==> config.mk <==
export PLATFORM = sky130hd
export DESIGN_NAME = cdp_mul_layer_ctrl_flat
export DESIGN_NICKNAME = d
export VERILOG_FILES = /design/src/rtl/cdp_mul_ctrl_pkg.sv /design/src/rtl/cdp_mul_layer_ctrl_if.sv /design/src/rtl/cdp_sat_cnt.sv /design/src/rtl/cdp_mul_layer_ctrl.sv /design/src/flat_wrapper.sv
export SDC_FILE = /design/constraint.sdc
export NUM_CORES = 1
export LEC_CHECK = 0
export CAP_MARGIN = 20
export CELL_PAD_IN_SITES_DETAIL_PLACEMENT = 1
export CELL_PAD_IN_SITES_GLOBAL_PLACEMENT = 1
export CORE_ASPECT_RATIO = 1.4
export CORE_MARGIN = 2
export CORE_UTILIZATION = 50
export CTS_BUF_LIST = sky130_fd_sc_hd__clkbuf_2 sky130_fd_sc_hd__clkbuf_4 sky130_fd_sc_hd__clkbuf_8
export CTS_CLUSTER_DIAMETER = 30
export DETAILED_ROUTE_END_ITERATION = 10
export GPL_TIMING_DRIVEN = 0
export PLACE_DENSITY = 0.91
export SYNTH_ARGS = -nofsm -noshare
export SYNTH_HDL_FRONTEND = slang
export SYNTH_HIERARCHICAL = 1
export SYNTH_SLANG_ARGS = --single-unit
export TNS_END_PERCENT = 5
==> constraint.sdc <==
create_clock -name nvdla_core_clk -period 6.7 [get_ports nvdla_core_clk]
set_clock_uncertainty 0.05 [all_clocks]
set_input_delay 1.34 -clock nvdla_core_clk [delete_from_list [all_inputs] [get_ports nvdla_core_clk]]
set_output_delay 1.34 -clock nvdla_core_clk [all_outputs]
set_load 0.05 [all_outputs]
==> src/rtl/cdp_mul_ctrl_pkg.sv <==
// Shared types and defaults for the CDP multiplier layer sequencer.
package cdp_mul_ctrl_pkg;

    localparam int CDP_CNT_W = 32;

    typedef enum logic [2:0] {
        ST_IDLE  = 3'd0,
        ST_LOAD  = 3'd1,
        ST_RUN   = 3'd2,
        ST_DRAIN = 3'd3,
        ST_DONE  = 3'd4
    } cdp_mul_state_e;

endpackage

==> src/rtl/cdp_mul_layer_ctrl_if.sv <==
// Register-file / datapath side signals of the CDP multiplier layer sequencer.
interface cdp_mul_layer_ctrl_if
    import cdp_mul_ctrl_pkg::*;
#(
    parameter int CNT_W = CDP_CNT_W
);
    logic             reg2dp_op_en;
    logic             reg2dp_mul_bypass;
    logic [CNT_W-1:0] reg2dp_beat_cnt;
    logic             mul_in_fire;
    logic             mul_out_pvld;
    logic             mul_out_prdy;
    logic             ctrl2mul_bypass;
    logic             ctrl2mul_in_en;
    logic             dp2reg_busy;
    logic             dp2reg_done;
    logic             dp2reg_err;
    logic [CNT_W-1:0] dp2reg_stall_cnt;

    // master: register file + datapath environment; slave: the sequencer
    modport master (
        output reg2dp_op_en, reg2dp_mul_bypass, reg2dp_beat_cnt,
        output mul_in_fire, mul_out_pvld, mul_out_prdy,
        input  ctrl2mul_bypass, ctrl2mul_in_en,
        input  dp2reg_busy, dp2reg_done, dp2reg_err, dp2reg_stall_cnt
    );

    modport slave (
        input  reg2dp_op_en, reg2dp_mul_bypass, reg2dp_beat_cnt,
        input  mul_in_fire, mul_out_pvld, mul_out_prdy,
        output ctrl2mul_bypass, ctrl2mul_in_en,
        output dp2reg_busy, dp2reg_done, dp2reg_err, dp2reg_stall_cnt
    );

endinterface

==> src/rtl/cdp_sat_cnt.sv <==
// Clearable up-counter that sticks at all-ones instead of wrapping.
module cdp_sat_cnt
    import cdp_mul_ctrl_pkg::*;
#(
    parameter int CNT_W = CDP_CNT_W
) (
    input  logic             clk,
    input  logic             rst,
    input  logic             clr,
    input  logic             inc,
    output logic [CNT_W-1:0] cnt
);
    logic [CNT_W-1:0] cnt_q, cnt_d;

    always_comb begin
        cnt_d = cnt_q;
        if (clr)
            cnt_d = '0;
        else if (inc && (cnt_q != '1))
            cnt_d = cnt_q + CNT_W'(1);
    end

    always_ff @(posedge clk or posedge rst) begin
        if (rst) cnt_q <= '0;
        else     cnt_q <= cnt_d;
    end

    assign cnt = cnt_q;

endmodule

==> src/rtl/cdp_mul_layer_ctrl.sv <==
// Per-layer sequencer for the CDP multiplier stage: latch mode, gate beats in, drain, pulse done.
// Optional output-stall counter enabled by defining CDP_MUL_CTRL_PERF_EN.
module cdp_mul_layer_ctrl
    import cdp_mul_ctrl_pkg::*;
#(
    parameter int CNT_W = CDP_CNT_W
) (
    input  logic                 nvdla_core_clk,
    input  logic                 nvdla_core_rst,
    cdp_mul_layer_ctrl_if.slave  io
);
    cdp_mul_state_e   state_q, state_d;
    logic [CNT_W-1:0] beats_q, beats_d;
    logic             bypass_q, bypass_d;
    logic             busy_q, busy_d;
    logic             done_q, done_d;
    logic             err_q, err_d;
    logic [CNT_W-1:0] in_cnt, out_cnt;
    logic             out_fire, in_en, cnt_act, load;
    logic             in_inc, out_inc, in_last, out_last, overrun;

    always_comb begin
        out_fire = io.mul_out_pvld & io.mul_out_prdy;
        in_en    = (state_q == ST_RUN);
        cnt_act  = in_en | (state_q == ST_DRAIN);
        load     = (state_q == ST_LOAD);
        in_inc   = in_en & io.mul_in_fire;
        out_inc  = cnt_act & out_fire;
        in_last  = in_inc & (in_cnt == beats_q);
        out_last = out_inc & (out_cnt == beats_q);
        // one bit wider so the comparison holds even next to all-ones
        overrun  = out_inc & (({1'b0, out_cnt} + {{CNT_W{1'b0}}, 1'b1}) >
                              ({1'b0, in_cnt} + {{CNT_W{1'b0}}, in_inc}));

        state_d  = state_q;
        beats_d  = beats_q;
        bypass_d = bypass_q;
        case (state_q)
            ST_IDLE:  if (io.reg2dp_op_en) state_d = ST_LOAD;
            ST_LOAD: begin
                beats_d  = io.reg2dp_beat_cnt;
                bypass_d = io.reg2dp_mul_bypass;
                state_d  = ST_RUN;
            end
            ST_RUN:   if (in_last) state_d = out_last ? ST_DONE : ST_DRAIN;
            ST_DRAIN: if (out_last) state_d = ST_DONE;
            ST_DONE:  state_d = ST_IDLE;
            default:  state_d = ST_IDLE;
        endcase

        busy_d = (state_d != ST_IDLE);
        done_d = (state_d == ST_DONE);
        err_d  = err_q
               | (io.reg2dp_op_en & (state_q != ST_IDLE))
               | (io.mul_in_fire & ~in_en)
               | (out_fire & ~cnt_act)
               | overrun;
    end

    always_ff @(posedge nvdla_core_clk or posedge nvdla_core_rst) begin
        if (nvdla_core_rst) begin
            state_q  <= ST_IDLE;
            beats_q  <= '0;
            bypass_q <= 1'b0;
            busy_q   <= 1'b0;
            done_q   <= 1'b0;
            err_q    <= 1'b0;
        end else begin
            state_q  <= state_d;
            beats_q  <= beats_d;
            bypass_q <= bypass_d;
            busy_q   <= busy_d;
            done_q   <= done_d;
            err_q    <= err_d;
        end
    end

    cdp_sat_cnt #(.CNT_W(CNT_W)) u_in_cnt (
        .clk (nvdla_core_clk), .rst (nvdla_core_rst),
        .clr (load), .inc (in_inc), .cnt (in_cnt)
    );

    cdp_sat_cnt #(.CNT_W(CNT_W)) u_out_cnt (
        .clk (nvdla_core_clk), .rst (nvdla_core_rst),
        .clr (load), .inc (out_inc), .cnt (out_cnt)
    );

`ifdef CDP_MUL_CTRL_PERF_EN
    logic             stall_inc;
    logic [CNT_W-1:0] stall_cnt;

    assign stall_inc = cnt_act & io.mul_out_pvld & ~io.mul_out_prdy;

    cdp_sat_cnt #(.CNT_W(CNT_W)) u_stall_cnt (
        .clk (nvdla_core_clk), .rst (nvdla_core_rst),
        .clr (load), .inc (stall_inc), .cnt (stall_cnt)
    );

    assign io.dp2reg_stall_cnt = stall_cnt;
`else
    assign io.dp2reg_stall_cnt = '0;
`endif

    assign io.ctrl2mul_bypass = bypass_q;
    assign io.ctrl2mul_in_en  = in_en;
    assign io.dp2reg_busy     = busy_q;
    assign io.dp2reg_done     = done_q;
    assign io.dp2reg_err      = err_q;

endmodule

==> src/flat_wrapper.sv <==
// flat-port wrapper written by rule: the top's interface ports become plain ports
module cdp_mul_layer_ctrl_flat import cdp_mul_ctrl_pkg::*;
#(
    parameter int CNT_W = CDP_CNT_W
)
  (nvdla_core_clk, nvdla_core_rst, io_reg2dp_op_en, io_reg2dp_mul_bypass, io_reg2dp_beat_cnt, io_mul_in_fire, io_mul_out_pvld, io_mul_out_prdy, io_ctrl2mul_bypass, io_ctrl2mul_in_en, io_dp2reg_busy, io_dp2reg_done, io_dp2reg_err, io_dp2reg_stall_cnt);
  cdp_mul_layer_ctrl_if #(.CNT_W(CNT_W)) io_i ();
  input  logic nvdla_core_clk;
  input  logic nvdla_core_rst;
  input wire logic [$bits(io_i.reg2dp_op_en)-1:0] io_reg2dp_op_en;
  input wire logic [$bits(io_i.reg2dp_mul_bypass)-1:0] io_reg2dp_mul_bypass;
  input wire logic [$bits(io_i.reg2dp_beat_cnt)-1:0] io_reg2dp_beat_cnt;
  input wire logic [$bits(io_i.mul_in_fire)-1:0] io_mul_in_fire;
  input wire logic [$bits(io_i.mul_out_pvld)-1:0] io_mul_out_pvld;
  input wire logic [$bits(io_i.mul_out_prdy)-1:0] io_mul_out_prdy;
  output wire logic [$bits(io_i.ctrl2mul_bypass)-1:0] io_ctrl2mul_bypass;
  output wire logic [$bits(io_i.ctrl2mul_in_en)-1:0] io_ctrl2mul_in_en;
  output wire logic [$bits(io_i.dp2reg_busy)-1:0] io_dp2reg_busy;
  output wire logic [$bits(io_i.dp2reg_done)-1:0] io_dp2reg_done;
  output wire logic [$bits(io_i.dp2reg_err)-1:0] io_dp2reg_err;
  output wire logic [$bits(io_i.dp2reg_stall_cnt)-1:0] io_dp2reg_stall_cnt;
  assign io_i.reg2dp_op_en = io_reg2dp_op_en;
  assign io_i.reg2dp_mul_bypass = io_reg2dp_mul_bypass;
  assign io_i.reg2dp_beat_cnt = io_reg2dp_beat_cnt;
  assign io_i.mul_in_fire = io_mul_in_fire;
  assign io_i.mul_out_pvld = io_mul_out_pvld;
  assign io_i.mul_out_prdy = io_mul_out_prdy;
  assign io_ctrl2mul_bypass = io_i.ctrl2mul_bypass;
  assign io_ctrl2mul_in_en = io_i.ctrl2mul_in_en;
  assign io_dp2reg_busy = io_i.dp2reg_busy;
  assign io_dp2reg_done = io_i.dp2reg_done;
  assign io_dp2reg_err = io_i.dp2reg_err;
  assign io_dp2reg_stall_cnt = io_i.dp2reg_stall_cnt;
  cdp_mul_layer_ctrl #(.CNT_W(CNT_W)) u_core (.nvdla_core_clk(nvdla_core_clk), .nvdla_core_rst(nvdla_core_rst), .io(io_i));
endmodule
==> Yosys cells after proc, flatten, opt, wreduce, memory -nomap -nowiden <==
Cells that the tools add are included.
{ "totals": {"register_bits": 103, "wordCells": 53, "output_inout_bits": 37, "input_bits": 39} }
{ "classes": {"eq_ne": 8, "order_cmp": 1, "add_sub_neg": 4, "n_bitwise": 16, "n_mux": 9, "reduce_logical": 7} }
{ "ops": {"columns": ["operator", "n"], "rows": [
  ["$mux W32", 4],
  ["$add A32 B1 Y32 const B", 2],
  ["$eq A32 B32 Y1", 2],
  ["$ne A32 B32 Y1 const B", 2],
  ["$add A32 B1 Y33", 1],
  ["$add A32 B1 Y33 const B", 1],
  ["$gt A33 B33 Y1", 1],
  ["$mux W3", 4],
  ["$pmux W3 S4", 1],
  ["$and A1 B1 Y1", 9],
  ["$eq A3 B2 Y1 const B", 2],
  ["$reduce_bool A3 Y1", 2],
  ["$or A1 B1 Y1", 5],
  ["$reduce_bool A2 Y1", 2],
  ["$eq A3 B1 Y1 const B", 1],
  ["$eq A3 B3 Y1 const B", 1],
  ["$logic_not A3 Y1", 1],
  ["$logic_and A1 B1 Y1", 2],
  ["$not A1 Y1", 2]
]} }

==> Longest topological paths before layout <==
Gate-level depths: netlist (run 1).
{ "depth": {"depth_word": 8, "depth_mapped": 19, "ltp_nobuf": 17} }

==> Cells and area by module <==
The synthesis (run 1) kept the hierarchy.
{ "modules_own_cells": {"columns": ["module", "seq_area_each_um2", "instances", "cells_per_inst", "area_each_um2"], "rows": [
  ["cdp_mul_layer_ctrl", 975.9, 1, 467, 4332.9],
  ["cdp_sat_cnt", 800.8, 2, 186, 1740.4]
]} }

==> Least setup slack after synthesis (run 1) <==
No wires, ideal clock.
{ "synth_path": {"path_type": "register -> register", "start": "register u_core.state_q[2]", "end": "register u_core.err_q, in the netlist u_core/io.dp2reg_err", "stages_incl_launch_ff": 20, "required_ns": 6.511, "setup_ns": 0.139, "path_buffers": 2, "t_arrival_ns": 4.519, "path_slack_ns": 1.993, "synth_period_minus_slack_ns": 4.707, "path_cell_list": "dfrtp_1 > clkbuf_1 > nor3b_1 > and2_1 > ha_1 > ha_1 > nand2_1 > or2_1 > buf_6 > nor2_1 > and2_1 > nand2_1 > xor2_1 > ha_1 > a21o_1 > a21o_1 > a21oi_1 > nor2_1 > a2111oi_0 > a21oi_1"} }
{ "synth_via": {"elab_chain_cells": 6, "elab_cells_between_ends": 18, "cone_classes": "add/sub (1); order compare (1); eq/ne (2); bitwise (13); reduce/logical (1)"} }
{ "synth_rtl": {"columns": ["item", "line_no", "source"], "rows": [
  ["start, declared", "cdp_mul_layer_ctrl.sv:12", "cdp_mul_state_e state_q, state_d;"],
  ["start signal, assigned", "cdp_mul_layer_ctrl.sv:69", "state_q <= state_d;"],
  ["$eq A3 B2 Y1", "cdp_mul_layer_ctrl.sv:24", "in_en = (state_q == ST_RUN);"],
  ["named net io_ctrl2mul_in_en", "flat_wrapper.sv:17", "output wire logic [$bits(io_i.ctrl2mul_in_en)-1:0] io_ctrl2mul_in_en;"],
  ["$and A1 B1 Y1", "cdp_mul_layer_ctrl.sv:27", "in_inc = in_en & io.mul_in_fire;"],
  ["named net u_core.in_inc", "cdp_mul_layer_ctrl.sv:20", "logic in_inc, out_inc, in_last, out_last, overrun;"],
  ["$add A32 B1 Y33", "cdp_mul_layer_ctrl.sv:33", "({1'b0, in_cnt} + {{CNT_W{1'b0}}, in_inc}));"],
  ["$gt A33 B33 Y1", "cdp_mul_layer_ctrl.sv:32", "overrun = out_inc & (({1'b0, out_cnt} + {{CNT_W{1'b0}}, 1'b1}) >"],
  ["$and A1 B1 Y1", "cdp_mul_layer_ctrl.sv:32", null],
  ["$or A1 B1 Y1", "cdp_mul_layer_ctrl.sv:57", "| overrun;"],
  ["named net u_core.err_d", "cdp_mul_layer_ctrl.sv:17", "logic err_q, err_d;"],
  ["end signal, assigned", "cdp_mul_layer_ctrl.sv:74", "err_q <= err_d;"],
  ["end, declared", "cdp_mul_layer_ctrl.sv:17", null]
]} }
The timed path passes the listed nets, and every way through them passes these cells.
A chain may end at the register's enable or synchronous reset.

==> Worst setup path in the final report (run 1) <==
{ "layout_path": {"start": "input io_mul_in_fire", "end": "register u_core.err_q, in the netlist u_core/io.dp2reg_err"} }
{ "layout_via": {"elab_chain_cells": 5, "elab_cells_between_ends": 8, "cone_classes": "add/sub (1); order compare (1); bitwise (6)"} }
{ "layout_rtl": {"columns": ["item", "line_no", "source"], "rows": [
  ["start, declared", "flat_wrapper.sv:13", "input wire logic [$bits(io_i.mul_in_fire)-1:0] io_mul_in_fire;"],
  ["$and A1 B1 Y1", "cdp_mul_layer_ctrl.sv:27", null],
  ["named net u_core.in_inc", "cdp_mul_layer_ctrl.sv:20", null],
  ["$add A32 B1 Y33", "cdp_mul_layer_ctrl.sv:33", null],
  ["$gt A33 B33 Y1", "cdp_mul_layer_ctrl.sv:32", null],
  ["$and A1 B1 Y1", "cdp_mul_layer_ctrl.sv:32", null],
  ["$or A1 B1 Y1", "cdp_mul_layer_ctrl.sv:57", null],
  ["named net u_core.err_d", "cdp_mul_layer_ctrl.sv:17", null]
]} }
The timed path passes the listed nets, and every way through them passes these cells.

==> impl_results.md, run 1 <==
* Mapped cell area at 0.00781 mm²
* Number of port buffers at 43
* Max_cap viols at 0
* Core Region at 0.0155 mm²
* Post-CTS Hold Buffers at 0
* WS Path Type: in2reg
* Number of global-route vias before repair at roughly 7,700
* Die height at 152 µm
* CP Launch Type: input pin
* Area grow syn2layout at 13.5%
* Highest Clock Rate at about 190 MHz
* Gate Count Post-Synth at around 840
* Clk slew on worst S/H paths at 0.11 ns
* Power share of the combinational group at between 20% and 30%
* Max-slew violation count at 0
* Grt ovf at 0
* Top-Level Pins at 76
* Flops & latches, synth at between 100 and 150
* Met2 usage at 56.0%
* CTS tree: built
* GPL Wtd Cong at 0.868
* Psw at just over 0.6 mW
* Actual slew at the worst max-slew pin at 0.988 ns
* Largest net degree at the start of global routing at 40
* LEAKAGE at 3.67 nW
* TritonCTS Buffers at 9
* Via count at between 7,000 and 8,000
* Fin crit share at between 70% and 80%
* Max rail drop VDD at about 120 µV
* Die Wd at around 110 µm
* Htree depth at 3
* Die area at roughly 0.017 mm²
* Effective utilization at floorplan at 50.5%
* Run status: finished, final reports clean
* Post-synth ARST share at 100%
* Clock latency on the worst-skew pair at ~0.41 ns
* Commonest non-fill, non-tap cells in the layout: dfrtp_1, xnor2_1, a21oi_1, nand2_1, nand3_1
* Slowest stage cell on the critical path: clkdlybuf4s50_1
* Hold Crit Class: reg2reg
* Avg WL per Cell at 23.0 µm
* Number of antenna violations at the first check in global routing at 0
* Sw Share at a little under two fifths
* Crit Path Max Fanout at 7
* Internal at between 1 and 1.5 mW
* Final nets at roughly 1,000
* Layout Cells excl Fill at roughly 1,100
* Crit-path cells: clkdlybuf4s50_1 > and2_1 > ha_1 > ha_1 > nand2_1 > or2_1 > buf_6 > nor3_2 > nand2_1 > xor2_1 > ha_1 > nand4_1 > nor2_1 > nand3_1 > o221ai_1 > o31ai_1 > a21oi_1
* Initial DRC Count at ~360
* Antenna-violating nets left at 0
* DP Area at 0.00866 mm²
* Pwr/cell area at between 150 and 200 mW/mm²
* Final WL at roughly 26 mm
* Design area at around 0.0089 mm²
* Setup tns final at 0 ns
* Number of cell rows at 54
* Clk sink count at roughly 100
* Post-DR vias/cell at 6.45
* Drt first pass iters at 5
* Max incr delay on CP at 0.52 ns
* Clock power share at approximately a quarter
* Busiest layer in global routing: met2
* CP endpoint kind: flip-flop
* Number of synthesized flops with an enable pin at 0
* Relative slew slack at between 30% and 40%
* GR Util met3 at 5.11%
* Most common cell after layout, fill and taps aside: dfrtp_1
* Arrival time worst endpoint at roughly 5.5 ns
* Top cell type's share of synthesized area at roughly 33%
* Detailed Place HPWL at 19.2 mm
* Root Driver: clkbuf_8
* Dpl cells at 1,111
* Dominant cell type by area after synthesis: dfrtp_1
* Post-CTS Resized at 0
* First-pass GRT wire length at 41.4 mm
* Most used cell, CP: ha_1
* Fin crit period at approximately 5.2 ns
* GRT Util Overall at 32.4%
* Final setup violation count at 0
* Seq pwr share at between 40% and 50%
* Setup bufs post-CTS at 0
* GR Util met1 at a little over a third
* Ys flop type: dfrtp_1
* Netlist cell types at approximately 60
* Clock Path Buffers at 2
* RSZ-0062 raised after global routing: no
* Post-synthesis sequential area ratio at around 33%
* Worst Path Required at ~7 ns
* # diodes at 0
* Layout cell share with drive strength beyond 1 at a little over an eighth
* Hold Vio Cnt, Final at 0
* DRC at 0
* Avg Cell Area, Syn at slightly above 9 µm²
* Synth warn at 6
* Top cells by area, synth: dfrtp_1, xnor2_1, ha_1
-- registers in the layout, indices dropped and copies added (netlist names) --
name and count:
u_core/beats_q 32, u_core/io.dp2reg_done 1, u_core/state_q 3, u_core/io.ctrl2mul_bypass 1, u_core/io.dp2reg_err 1, u_core/io.dp2reg_busy 1, u_core/u_out_cnt/cnt 32, u_core/u_in_cnt/cnt 32
-- critical path: cells and delay by family --
family / cells / cell delay [ns]
simple gates: 8 / 1.87
fa+ha+maj: 3 / 0.84
buf+inv: 2 / 0.67
compound gates: 3 / 0.58
xor+xnor: 1 / 0.16
-- metrics by stage --
step | worst slack (ns) | utilization, % | power (mW) | hold WS, ns
detailed placement | 1.28 | 56.0 | 1.20 | 0.459
global placement | 1.48 | 55.6 | 1.16 | 0.442
global route | 1.43 | 57.3 | 1.71 | 0.511
CTS | 1.65 | 57.3 | 1.64 | 0.485
finish | 1.53 | 57.3 | 1.64 | 0.482
floorplan | 1.99 | - | 1.04 | 0.494
-- cell usage after synthesis, types with 3 or more instances --
cell      number
mux2_2        34
dfrtp_1      103
a21o_1        12
nand3_1       46
o21ai_0       24
nor3_1         9
a21oi_1       66
nor3_2         3
xor2_1        34
clkbuf_1      10
o31ai_1       32
xnor2_1       96
nand4_1       43
or3_1         24
nor2b_1        3
or4_1         28
buf_4         32
nand2_1       46
and3_1        12
buf_2          6
ha_1          38
and4_1        13
nand3_2        4
inv_1         23
nor2_1        33
o31a_1         3
buf_6          3
nor4_1         9
and2_1         5
-- area by class of cell --
cell class | count | area [µm²]
buffer | 52 | 347
inverter | 23 | 86.3
timing repair buffer | 45 | 485
clock buffer | 9 | 124
multi-input combinational | 692 | 4930
clock inverter | 7 | 80.1
fill | 1807 | 6600
sequential | 103 | 2580
tap | 196 | 245
-- path summary, 6_finish.rpt --
check,cells past startpoint,to,from,slack [ns]
max in group asynchronous,2,u_core/state_q[2],nvdla_core_rst,4.45
hold reg to reg,1,u_core/io.ctrl2mul_bypass,u_core/io.ctrl2mul_bypass,0.48
min in group asynchronous,2,u_core/u_out_cnt/cnt[8],nvdla_core_rst,1.34
hold / removal,1,u_core/io.ctrl2mul_bypass,u_core/io.ctrl2mul_bypass,0.48
setup reg to reg,18,u_core/io.dp2reg_err,u_core/state_q[2],2.08
setup / recovery,17,u_core/io.dp2reg_err,io_mul_in_fire,1.53
-- cell families (layout without fill, tap and decap cells) --
kind of cell,after synthesis,in the layout,share of synthesized area (%)
simple gates,298,298,22.8
compound gates,158,158,12.8
xor+xnor,130,130,14.6
flops,103,103,33.0
buf+inv,75,136,5.54
fa+ha+maj,38,38,6.08
mux,36,36,5.16
other cells,1,32,0.0480
-- power groups by stage --
stage	Sequential (mW)	Clock [mW]	Combinational, mW
3_5_place_dp	0.752	0	0.448
4_1_cts	0.743	0.435	0.460
2_1_floorplan	0.726	0	0.312
5_1_grt	0.755	0.456	0.495
6_report	0.747	0.425	0.471
3_3_place_gp	0.748	0	0.411
-- layer usage --
metal,part of all wire [%],vias up
met5,0,-
met4,6.4,0
met3,4.1,101
met2,52,270
met1,38,3665
li1,-,3232
No activity file was read; power rests on OpenSTA's default activity.
==> run 2: changes to the inputs <==
CORE_UTILIZATION = 42   (was 50)
PLACE_DENSITY = 0.81   (was 0.91)
clock period = 4.2 ns   (was 6.7 ns; I/O delays follow)
==> impl_results.md, run 2 (synthesis results as in run 1) <==
* GPL Wtd Cong at 0.951 (was 0.868)
* Die Wd at 119 µm (was 110 µm)
* Grt ovf at 0 (unchanged)
* Detailed Place HPWL at 18.3 mm (was 19.2 mm)
* LEAKAGE at 3.73 nW (was 3.67 nW)
* Number of port buffers at 43 (unchanged)
* Setup tns final at 0 ns (unchanged)
* Pwr/cell area at 287 mW/mm² (was 185 mW/mm²)
* Arrival time worst endpoint at 4.26 ns (was 5.46 ns)
* Max_cap viols at 0 (unchanged)
* Die height at 165 µm (was 152 µm)
* Max rail drop VDD at 145 µV (was 117 µV)
* Commonest non-fill, non-tap cells in the layout: dfrtp_1, xnor2_1, a21oi_1, nand2_1, nand3_1 (unchanged)
* Die area at 0.0197 mm² (was 0.0167 mm²)
* Clock latency on the worst-skew pair at 0.40 ns (was 0.41 ns)
* # diodes at 0 (unchanged)
* Avg WL per Cell at 20.3 µm (was 23.0 µm)
* Clk slew on worst S/H paths at 0.11 ns (about the same)
* Final nets at 1,008 (was 1,003)
* Actual slew at the worst max-slew pin at 0.962 ns (was 0.988 ns)
* Layout Cells excl Fill at 1,180 (was 1,127)
* Via count at 6,934 (was 7,268)
* Crit path buf inv count at 2 (unchanged)
* Max incr delay on CP at 0.54 ns (was 0.52 ns)
* GRT Util Overall at 24.9% (was 32.4%)
* Drt first pass iters at 5 (unchanged)
* Post-DR vias/cell at 5.88 (was 6.45)
* Clk sink count at 103 (unchanged)
* DP Area at 0.00875 mm² (was 0.00866 mm²)
* Core Region at 0.0184 mm² (was 0.0155 mm²)
* R2R Setup Slk at 0.29 ns (was 2.08 ns)
* Multi-input logic area at 0.00497 mm² (was 0.00493 mm²)
* DRC at 0 (unchanged)
* Worst Path Required at 4.43 ns (was 6.99 ns)
* TritonCTS Buffers at 9 (unchanged)
* First-pass GRT wire length at 38.0 mm (was 41.4 mm)
* CP Launch Type: input pin (unchanged)
* Crit Path Max Fanout at 7 (unchanged)
* Fill cells at 2,130 (was 1,807)
* CTS tree: built (unchanged)
* RSZ-0062 raised after global routing: no (unchanged)
* Number of cell rows at 59 (was 54)
* Highest Clock Rate at 248 MHz
* Dpl cells at 1,160 (was 1,111)
* Final Util at 49.1% (was 57.3%)
* CP endpoint kind: flip-flop (unchanged)
* Final setup violation count at 0 (unchanged)
* Area grow syn2layout at 15.4% (was 13.5%)
* Slowest stage cell on the critical path: clkdlybuf4s50_1 (unchanged)
* Root Driver: clkbuf_8 (unchanged)
* Largest net degree at the start of global routing at 35 (was 40)
* Number of global-route vias before repair at 7,152 (was 7,711)
* Design area at 0.00902 mm² (was 0.00887 mm²)
* Most used cell, CP: ha_1 (unchanged)
* Layout cell share with drive strength beyond 1 at 14.5% (was 13.1%)
* Fin crit period at between 4 and 5 ns
* Clock Path Buffers at 2 (unchanged)
* Run status: finished, final reports clean (unchanged)
* Top-Level Pins at 76 (unchanged)
* Htree depth at 3 (unchanged)
* Fin crit share at between 90% and 100%
* Effective utilization at floorplan at 42.5% (was 50.5%)
* Most common cell after layout, fill and taps aside: dfrtp_1 (unchanged)
* Antenna-violating nets left at 0 (unchanged)
* Crit-path cells: clkdlybuf4s50_1 > and2_4 > ha_1 > ha_1 > nand2_1 > or2_1 > buf_6 > nor3_4 > nand2_1 > xor2_1 > ha_1 > a21o_1 > a21o_1 > a21oi_1 > o221ai_2 > o31ai_2 > a21oi_1 (was clkdlybuf4s50_1 > and2_1 > ha_1 > ha_1 > nand2_1 > or2_1 > buf_6 > nor3_2 > nand2_1 > xor2_1 > ha_1 > nand4_1 > nor2_1 > nand3_1 > o221ai_1 > o31ai_1 > a21oi_1)
* WS Path Type: in2reg (unchanged)
* Final WL at 24.0 mm (was 25.9 mm)
* Cell family with most CP delay: compound AO/OA/AOI/OAI gates (was simple AND/OR/NAND/NOR gates)
* Number of antenna violations at the first check in global routing at 0 (unchanged)
* Relative slew slack at 35.3% (was 33.2%)
* FF/Latch Area at 0.00258 mm² (unchanged)
* Max-slew violation count at 0 (unchanged)
* Hold Crit Class: reg2reg (unchanged)
* Hold Vio Cnt, Final at 0 (unchanged)
* Initial DRC Count at 355 (was 357)
run 2: cell types whose count changed in the layout (fill, tap and decap cells not counted), moves of 2 or more:
cell      previous run  this run
and2_1               5         3
and2_4               1         3
buf_4               32        34
clkbuf_2             1         3
nor2_1              33        31
nor2_2               1         3
run 2: repair_timing:
action,4_1_cts,5_1_grt
setup buffers,0,2
pin swaps,0,1
hold buffers,0,0
endpoints found under the hold margin,0,0
endpoints found under the setup margin,1,1
gates resized for setup,5,7
run 2: worst paths after layout:
check                      cells after the start                        end                      start
max reg2reg                                   18       u_core/io.dp2reg_err          u_core/state_q[0]
max in group asynchronous                      3    u_core/u_in_cnt/cnt[27]             nvdla_core_rst
min                                            1  u_core/io.ctrl2mul_bypass  u_core/io.ctrl2mul_bypass
min reg2reg                                    1  u_core/io.ctrl2mul_bypass  u_core/io.ctrl2mul_bypass
min in group asynchronous                      2          u_core/beats_q[8]             nvdla_core_rst
max                                           17       u_core/io.dp2reg_err             io_mul_in_fire
run 2: where the power goes:
group / total (mW) / leakage [nW] / internal [mW] / switching, mW
clock network: 0.668 / 0.0982 / 0.283 / 0.385
registers: 1.18 / 1.38 / 1.04 / 0.141
logic: 0.739 / 2.24 / 0.321 / 0.418
run 2: worst register-to-register path, stage by stage (launching register included):
cell,delay (ns)
dfrtp_1,0.39
clkbuf_1,0.22
nor3b_2,0.24
and2_4,0.21
ha_1,0.19
ha_1,0.21
nand2_1,0.06
or2_1,0.25
buf_6,0.15
nor3_4,0.24
nand2_1,0.10
xor2_1,0.16
ha_1,0.30
a21o_1,0.18
a21o_1,0.17
a21oi_1,0.18
o221ai_2,0.12
o31ai_2,0.26
a21oi_1,0.12
run 2: area by class of cell:
type	instances	area share, %
multi-input cells	692	55.1
flip-flops and latches	103	28.6
repair buffers	50	5.88
plain buffers	52	3.84
well taps	244	3.39
clock buffers	9	1.37
inverters	23	0.957
clock inverters	7	0.874
run 2: layer usage:
metal / track usage [%] / vias up / wire length (µm)
met5: 0 / - / 0
met4: 12.2 / 0 / 967
met3: 3.09 / 55 / 653
met2: 46.0 / 151 / 12700
met1: 28.2 / 3489 / 9650
li1: - / 3239 / -
run 2: per-stage QoR:
step / total power, mW / worst slack (ns) / hold WS (ns)
finish: 2.59 / 0.170 / 0.464
global route: 2.72 / 0.0179 / 0.497
CTS: 2.59 / 0.0247 / 0.472
detailed placement: 1.90 / -0.585 / 0.446
global placement: 1.86 / -0.517 / 0.440
floorplan: 1.66 / 0.0309 / 0.494
